--- config.mk ---
export PLATFORM = sky130hd
export DESIGN_NAME = dlx_fetch_unit
export DESIGN_NICKNAME = d
export VERILOG_FILES = /design/src/rtl/dlx_fetch_pkg.sv /design/src/rtl/dlx_fetch_fifo.sv /design/src/rtl/dlx_fetch_unit.sv
export SDC_FILE = /design/constraint.sdc
export NUM_CORES = 1
export LEC_CHECK = 0
export ABC_AREA = 1
export CAP_MARGIN = 20
export CELL_PAD_IN_SITES_DETAIL_PLACEMENT = 0
export CELL_PAD_IN_SITES_GLOBAL_PLACEMENT = 1
export CORE_ASPECT_RATIO = 0.8
export CORE_MARGIN = 3
export CORE_UTILIZATION = 41
export DETAILED_ROUTE_END_ITERATION = 8
export PLACE_DENSITY = 0.87
export RECOVER_POWER = 100
export SLEW_MARGIN = 20
export SYNTH_ARGS = -nofsm -noshare
export SYNTH_HDL_FRONTEND = slang
export SYNTH_SLANG_ARGS = --single-unit
--- constraint.sdc ---
create_clock -name clk -period 4.5 [get_ports clk]
set_clock_uncertainty 0.15 [all_clocks]
set_input_delay 1.125 -clock clk [delete_from_list [all_inputs] [get_ports clk]]
set_output_delay 1.125 -clock clk [all_outputs]
set_load 0.05 [all_outputs]
--- src/rtl/dlx_fetch_pkg.sv ---
// Shared types for the DLX instruction-fetch unit: FSM states, fetch-buffer entry, PC step.
package dlx_fetch_pkg;

    localparam int FETCH_PC_W    = 32;
    localparam int FETCH_WORD_W  = 32;
    localparam int FETCH_PC_STEP = 4;

    typedef enum logic [1:0] {
        FETCH = 2'd0,
        FLUSH = 2'd1,
        ERROR = 2'd2
    } fetch_state_t;

    typedef struct packed {
        logic [FETCH_PC_W-1:0]   pc;
        logic [FETCH_WORD_W-1:0] instr;
    } fetch_entry_t;

endpackage

--- src/rtl/dlx_fetch_fifo.sv ---
// Small synchronous fetch buffer between the memory response path and decode.
module fetch_fifo
    import dlx_fetch_pkg::*;
#(
    parameter int DEPTH = 2,
    localparam int CNT_W = $clog2(DEPTH + 1)
) (
    input  logic             clk,
    input  logic             rst,
    input  logic             push,
    input  fetch_entry_t     push_entry,
    input  logic             pop,
    input  logic             flush,
    output fetch_entry_t     head,
    output logic [CNT_W-1:0] count
);

    localparam int PTR_W = $clog2(DEPTH);

    fetch_entry_t     slots [DEPTH];
    logic [PTR_W-1:0] wr_ptr;
    logic [PTR_W-1:0] rd_ptr;

    // NOTE: storage is not reset; count gates every read, so stale slots are never observed.
    always_ff @(posedge clk) begin
        if (push) begin
            slots[wr_ptr] <= push_entry;
        end
    end

    // DEPTH is a power of two, so plain increments wrap the pointers for free.
    always_ff @(posedge clk or negedge rst) begin
        if (!rst) begin
            wr_ptr <= '0;
            rd_ptr <= '0;
            count  <= '0;
        end else if (flush) begin
            wr_ptr <= '0;
            rd_ptr <= '0;
            count  <= '0;
        end else begin
            if (push) begin
                wr_ptr <= wr_ptr + PTR_W'(1);
            end
            if (pop) begin
                rd_ptr <= rd_ptr + PTR_W'(1);
            end
            case ({push, pop})
                2'b10:   count <= count + CNT_W'(1);
                2'b01:   count <= count - CNT_W'(1);
                default: count <= count;
            endcase
        end
    end

    assign head = slots[rd_ptr];

endmodule

--- src/rtl/dlx_fetch_unit.sv ---
// DLX instruction-fetch initiator: issues word reads to instruction memory and queues
// returned words with their byte PC toward decode; redirects restart the stream.
module dlx_fetch_unit
    import dlx_fetch_pkg::*;
#(
    parameter int unsigned WORD_SIZE    = 32,
    parameter int unsigned ADDRESS_SIZE = 16,
    parameter int unsigned PC_WIDTH     = 32,
    parameter logic [31:0] RESET_PC     = 32'h0,
    parameter int unsigned FIFO_DEPTH   = 2,
    parameter int unsigned MAX_WAIT     = 16
) (
    input  logic                    clk,
    input  logic                    rst,
    output logic                    mem_enable,
    output logic [ADDRESS_SIZE-1:0] mem_address,
    input  logic [WORD_SIZE-1:0]    mem_data,
    input  logic                    mem_data_ready,
    input  logic                    redirect_valid,
    input  logic [PC_WIDTH-1:0]     redirect_pc,
    output logic                    ir_valid,
    input  logic                    ir_ready,
    output logic [WORD_SIZE-1:0]    ir_data,
    output logic [PC_WIDTH-1:0]     ir_pc,
    output logic                    fetch_err
);

    localparam int CNT_W  = $clog2(FIFO_DEPTH + 1);
    localparam int WAIT_W = $clog2(MAX_WAIT + 1);

    fetch_state_t      state;
    logic [PC_WIDTH-1:0] pc;
    logic [PC_WIDTH-1:0] req_pc;
    logic              inflight;
    logic [WAIT_W-1:0] wait_cnt;

    logic              in_fetch;
    logic              response;
    logic              waiting;
    logic              credit;
    logic              issue;
    logic              push;
    logic              pop;
    logic [CNT_W:0]    occupancy;
    logic [CNT_W-1:0]  count;
    fetch_entry_t      push_entry;
    fetch_entry_t      head;
    logic              unused_redirect_bits;

    assign unused_redirect_bits = ^redirect_pc[1:0];

    // Credit counts the outstanding request as already occupying a slot; a pop in the
    // same cycle is deliberately not credited so the check uses registered state only.
    assign occupancy = {1'b0, count} + {{CNT_W{1'b0}}, inflight};
    assign credit    = occupancy < (CNT_W + 1)'(FIFO_DEPTH);

    assign in_fetch = (state == FETCH) && !redirect_valid;
    assign response = in_fetch && inflight && mem_data_ready;
    assign waiting  = in_fetch && inflight && !mem_data_ready;
    assign issue    = in_fetch && (!inflight || mem_data_ready) && credit;

    // Enable is gated by rst so the port reads 0 the moment reset asserts.
    assign mem_enable  = rst && (issue || waiting);
    assign mem_address = issue ? pc[ADDRESS_SIZE+1:2] : req_pc[ADDRESS_SIZE+1:2];

    assign push             = response;
    assign pop              = ir_valid && ir_ready && !redirect_valid;
    assign push_entry.pc    = FETCH_PC_W'(req_pc);
    assign push_entry.instr = FETCH_WORD_W'(mem_data);

    fetch_fifo #(
        .DEPTH (FIFO_DEPTH)
    ) u_fifo (
        .clk        (clk),
        .rst        (rst),
        .push       (push),
        .push_entry (push_entry),
        .pop        (pop),
        .flush      (redirect_valid),
        .head       (head),
        .count      (count)
    );

    assign ir_valid = (count != '0);
    assign ir_data  = ir_valid ? WORD_SIZE'(head.instr) : '0;
    assign ir_pc    = ir_valid ? PC_WIDTH'(head.pc) : '0;

    always_ff @(posedge clk or negedge rst) begin
        if (!rst) begin
            state     <= FETCH;
            pc        <= PC_WIDTH'(RESET_PC);
            req_pc    <= '0;
            inflight  <= 1'b0;
            wait_cnt  <= '0;
            fetch_err <= 1'b0;
        end else if (redirect_valid) begin
            state     <= FLUSH;
            pc        <= {redirect_pc[PC_WIDTH-1:2], 2'b00};
            inflight  <= 1'b0;
            wait_cnt  <= '0;
            fetch_err <= 1'b0;
        end else begin
            case (state)
                FETCH: begin
                    if (waiting) begin
                        if (wait_cnt == WAIT_W'(MAX_WAIT - 1)) begin
                            state     <= ERROR;
                            fetch_err <= 1'b1;
                            inflight  <= 1'b0;
                            wait_cnt  <= '0;
                        end else begin
                            wait_cnt <= wait_cnt + WAIT_W'(1);
                        end
                    end
                    if (response) begin
                        wait_cnt <= '0;
                        inflight <= 1'b0;
                    end
                    // A re-issue in the response cycle keeps inflight set.
                    if (issue) begin
                        req_pc   <= pc;
                        pc       <= pc + PC_WIDTH'(FETCH_PC_STEP);
                        inflight <= 1'b1;
                    end
                end
                // One idle cycle with enable low lets memory drop DATA_READY.
                FLUSH:   state <= FETCH;
                ERROR:   state <= ERROR;
                default: state <= FETCH;
            endcase
        end
    end

endmodule
Word level (Yosys, flattened, before mapping)
Memory sizes are Yosys's and may differ from the RTL's.
Cells that the tools add are included.
{ "classes": {"n_reduce_logical": 32, "addsub": 7, "n_eq_ne": 6, "magnitude_cmp": 1, "mux": 33, "bitwise": 1} }
{ "op_table": {"columns": ["op", "count"], "rows": [
  ["2-to-1 mux 32 bit", 5],
  ["adder 32 x 3 -> 32 bit, second input constant", 1],
  ["2-to-1 mux 5 bit", 5],
  ["2-to-1 mux 1 bit", 16],
  ["2-to-1 mux 16 bit", 1],
  ["nonzero test 2 bit", 7],
  ["logical AND 1 bit", 9],
  ["AND reduction 3 bit", 3],
  ["2-to-1 mux 2 bit", 4],
  ["case mux 2 bit (2 select lines)", 2],
  ["nonzero test 4 bit", 2],
  ["AND reduction 2 bit", 3],
  ["nonzero test 3 bit", 2],
  ["adder 5 x 1 -> 5 bit, second input constant", 1],
  ["== test 5 x 4 -> 1 bit, second input constant", 1],
  ["== test 2 bit, second input constant", 2],
  ["adder 2 x 1 -> 3 bit", 1],
  ["zero test 1 bit", 3],
  ["< comparator 3 x 2 -> 1 bit, second input constant", 1],
  ["inequality test 3 x 2 -> 1 bit, second input constant", 1],
  ["inequality test 3 bit, second input constant", 1],
  ["adder 1 bit, second input constant", 2],
  ["adder 2 x 1 -> 2 bit, second input constant", 1],
  ["== test 2 x 1 -> 1 bit, second input constant", 1],
  ["4 further kinds", 5]
]} }
{ "word_totals": {"reg_bits": 77, "output_inout_bits": 83, "wordCells": 90, "ramBits": 128, "mem_count": 1} }
{ "mem_list": {"columns": ["memory", "words", "word_bits", "rd", "rd_ports_with_merged_regs", "write_ports", "line", "rtl"], "rows": [
  ["u_fifo.slots", 2, 64, 1, 0, 1, "dlx_fetch_fifo.sv:20", "fetch_entry_t slots [DEPTH];"]
]} }

Logic depth before layout (Yosys ltp)
{ "depth": {"word_depth": 9, "mapped_depth": 10, "mapped_depth_nobuf": 9} }

Hierarchy
Synthesis repeated with hierarchy kept, for this count alone.
{ "unflattened": {"cells_unflattened": 894, "hier_area_um2": 9331.4} }
{ "by_module_without_submodules": {"columns": ["mod", "cells_per_inst", "instances", "area_each_um2"], "rows": [
  ["fetch_fifo", 232, 1, 4994.8],
  ["dlx_fetch_unit", 662, 1, 4336.7]
]} }

Worst setup path before layout
No wires, ideal clock.
{ "synth_path": {"kind": "input-to-reg", "startpoint": "in redirect_valid", "endpoint": "mem u_fifo.slots[0][0] in the netlist's numbering (enable)", "arrival_ns": 4.260, "setup_ns": 0.482, "path_slack_ns": -0.392, "path_buffers": 1, "stages": 6, "cell_sequence": "buf_6 > inv_2 > nand3_1 > nor2_2 > nand2_2 > nor2_1"} }
{ "synth_between": {"elab_chain_cells": 6} }
{ "synth_rtl": {"columns": ["item", "line", "rtl"], "rows": [
  ["from (decl)", "dlx_fetch_unit.sv:19", "input logic redirect_valid,"],
  ["zero test 1 bit", "dlx_fetch_unit.sv:57", "assign in_fetch = (state == FETCH) && !redirect_valid;"],
  ["logical AND 1 bit", "dlx_fetch_unit.sv:57", null],
  ["logical AND 1 bit (2 in series)", "dlx_fetch_unit.sv:58", "assign response = in_fetch && inflight && mem_data_ready;"],
  ["2-to-1 mux 1 bit", "dlx_fetch_fifo.sv:26", "if (push) begin"],
  ["2-to-1 mux 1 bit (implied by the code)", "dlx_fetch_fifo.sv:27", "slots[wr_ptr] <= push_entry;"],
  ["to (decl)", "dlx_fetch_fifo.sv:20", null]
]} }
No other way between the ends.

Worst setup path after layout
{ "layout_path": {"startpoint": "in mem_data_ready", "endpoint": "out mem_address[11]"} }
{ "layout_between": {"elab_chain_cells": 4} }
{ "layout_rtl": {"columns": ["item", "line", "rtl"], "rows": [
  ["from (decl)", "dlx_fetch_unit.sv:18", "input logic mem_data_ready,"],
  ["logical OR 1 bit", "dlx_fetch_unit.sv:60", "assign issue = in_fetch && (!inflight || mem_data_ready) && credit;"],
  ["logical AND 1 bit (2 in series)", "dlx_fetch_unit.sv:60", null],
  ["2-to-1 mux 16 bit", "dlx_fetch_unit.sv:64", "assign mem_address = issue ? pc[ADDRESS_SIZE+1:2] : req_pc[ADDRESS_SIZE+1:2];"],
  ["to (decl)", "dlx_fetch_unit.sv:16", "output logic [ADDRESS_SIZE-1:0] mem_address,"]
]} }
No other way between the ends.

==> impl_metrics.toml <==
[sta]
max_freq_mhz = 232
finalSetupViolCount = 0
slew_viol_final = 158
period_share_pct = 95.7
rsz0062_at_grt = "false"
hold_violations = 0
whs_ps = 325
timing_worst_slew_pin_value_ps = 1730
relSlewSlack_pct = -15.1
worst_slack_ps = 193
fin_crit_ps = 4310

[cells_and_area]
n_antenna_cell = 0
multi_input_area_um2 = 2720
nets = 1094
regArea_um2 = 5550
fillers = 1820
final_common_cell = "nand2_1"
area_growth_pct = 26.8
fin_area_um2 = 11000
mostFrequentLayoutCells = "279 x nand2_1, 124 x edfxtp_1, 96 x dlygate4sd3_1"
fin_util_pct = 54.2
drive_above_1_share_pct = 8.30

[logic_synthesis]
yosysWarnings = 0
ys_ff_latch = 197
synth_compound_area_share_pct = 9.36
yosys.area_share.xor_xnor_pct = 0.403
synth.area.mux_share_pct = 0.115
synth_ff_type = "edfxtp_1"
synth_top_family_by_area = "simple AND/OR/NAND/NOR gates"
ys_seq_area_share_pct = 63.9
yosysUniqueCellTypes = 36
synth_area_leader_cell = "edfxtp_1"
yosysTopAreaCellShare_pct = 42.9
ys_async_sr_fraction_pct = 37.1
synth_cells = 884
yosys-top-cells-area = "edfxtp_1 43%, dfrtp_1 21%, nand2_1 12%"
synthSimpleGateAreaFrac_pct = 20.9
synth_edf_count = 124
synth_area_um2 = 8680
syn_avg_cell_area_um2 = 9.82
synth_adder_area_share_pct = 0.288

[worst_setup_path]
cp_slowest_stage_delay_ps = 570
cp_slowest_cell = "dlygate4sd3_1"
crit_chain = "dlygate4sd3_1, inv_1, nand2_1, nand3_2, buf_12, nand2_1, o21ai_0, clkbuf_1"
end_kind = "output port"
start_kind = "input port"
cp_top_family = "buffers and inverters"
arrival_ps = 3030
cp_max_fo = 68
critical_path_class = "input port to output port"
critical_path_buf_inv_count = 4
critPathRequiredTime_ps = 3220
crit_top_cell = "nand2_1"

[place]
portBuffers = 147
preCtsSetupSlack_ps = 347
gp_congestion = 0.848
placed_cell_area_um2 = 10600
detailed_place_hpwl_um = 14700

[clocking]
h-tree-depth = 4
clkTransAtPathRegs_ps = 70
cts_tree = "yes"
cts_hold_buf = 0
cts_made_buffers = 17
cts.sinks = 197
clk_latency_ps = 430
clockRootBuffer = "clkbuf_16"
cts_resized = 0
clk_path_buf_depth = 2
postCtsSetupBuffers = 0

[global_routing]
grt_overflow = 0
grt_pass1_wl_um = 34000
grt_max_degree = 69
grt_pass1_vias = 6140
grt_usage_pct = 19.0
grt_antenna_before_repair = 1

[detailed_routing]
dr.pass1.iters = 5
drt_iter0_markers = 648
vias = 6622
drc = 0
wl_per_cell_um = 16.6
vias_per_cell = 5.09
ant_nets = 0
routed_wl_um = 21500

[power_and_ir_drop]
swShare_pct = 32.9
power.total_mw = 4.86
ir_drop_uv = 263
p_per_area_nw_per_um2 = 442
internal_power_mw = 3.27
pwr-share-comb_pct = 21.9
power_frac_clock_pct = 32.7
leakage_nw = 4.48
power_switching_mw = 1.60
seqPwrFrac_pct = 45.5

[floorplanning]
start_util_pct = 42.7
ioPinCount = 152
core_um2 = 20300
rows = 46
die_h_um = 136
die_area_um2 = 23000
die_w_um = 169

[min_path]
hold_path.class = "register to register"

[outcome]
outcome = "finished with violations"
violations = "max-capacitance violations, max-slew violations"

[job]
drv_cap = 3
## metal layers
| metal | GRT usage, % | vias up | wire [um] |
|---|---|---|---|
| li1 | - | 3242 | - |
| met1 | 28.6 | 3129 | 10400 |
| met2 | 28.7 | 237 | 9580 |
| met3 | 4.59 | 12 | 1470 |
| met4 | 3.00 | 2 | 100 |
| met5 | 0 | - | 8 |
## metrics by stage
stage	TNS [ps]	cells
4_1_cts	0	1300
3_3_place_gp	0	1268
6_report	0	1300
2_1_floorplan	-48590	885
5_1_grt	0	1300
3_5_place_dp	0	1268
## power by group through the flow
| stage | combinational (mW) | clock [mW] | sequential [mW] |
|---|---|---|---|
| floorplan | 0.709 | 0 | 2.20 |
| global placement | 1.17 | 0 | 2.24 |
| detailed placement | 1.19 | 0 | 2.25 |
| CTS | 1.19 | 1.62 | 2.21 |
| global route | 1.15 | 1.70 | 2.23 |
| finish | 1.06 | 1.59 | 2.21 |
## synthesized netlist by cell type (2+ instances only)
library cell,instances
buf_1,8
nand4_1,5
nor2_4,4
clkbuf_1,17
nand3_2,2
nor2_2,11
buf_6,6
o221ai_1,2
nand3b_1,7
inv_2,6
ha_1,2
nor3_1,5
buf_2,7
buf_4,4
o21ai_1,3
o21ai_0,62
nand3_1,39
nor2_1,67
o22ai_1,6
a21oi_1,73
inv_1,49
nand2_1,278
nand2_2,6
o211ai_1,4
o21a_1,2
dfrtp_1,73
edfxtp_1,124
o31ai_1,2
xor2_1,3
## registers in the layout, summed over array words and instances (netlist names)
register	flops
req_pc	30
fetch_err	1
u_fifo.wr_ptr	1
wait_cnt	5
pc	30
u_fifo.rd_ptr	1
state	2
inflight	1
u_fifo.count	2
u_fifo.slots	124
## area by class of cell
| type | count | share of cell area (%) |
|---|---|---|
| clock buffer | 17 | 3.86 |
| clock inverter | 15 | 1.86 |
| inverter | 55 | 1.87 |
| multi-input combinational | 591 | 24.7 |
| sequential | 197 | 50.4 |
| tap | 264 | 3.00 |
| timing repair buffer | 161 | 14.3 |
## worst reg2reg max path: stages (launching register included)
cell and delay (ps):
dfrtp_1 460, a21oi_1 130, nand3_2 110, buf_12 250, clkbuf_1 750, nand2_2 530, inv_2 420, nor2_1 120
nand2_1 80, o21ai_0 70
## worst paths after layout
kind / startpoint / cells past startpoint / to / slack [ps]
max reg2reg: u_fifo.count[0] / 9 / pc[18] / 1300
max in group asynchronous: rst / 3 / u_fifo.rd_ptr / 1060
min in group asynchronous: rst / 2 / fetch_err / 1200
max: mem_data_ready / 8 / mem_address[11] / 190
min: req_pc[25] / 0 / u_fifo.slots[0][57] / 320
min reg2reg: req_pc[25] / 0 / u_fifo.slots[0][57] / 320
## logic make-up after synthesis
kind of cell,Yosys count
xor+xnor,4
compound gates,155
flops,197
buf+inv,97
mux,1
simple gates,427
fa+ha+maj,2
other cells,1
(Power assumes the default switching activity.)
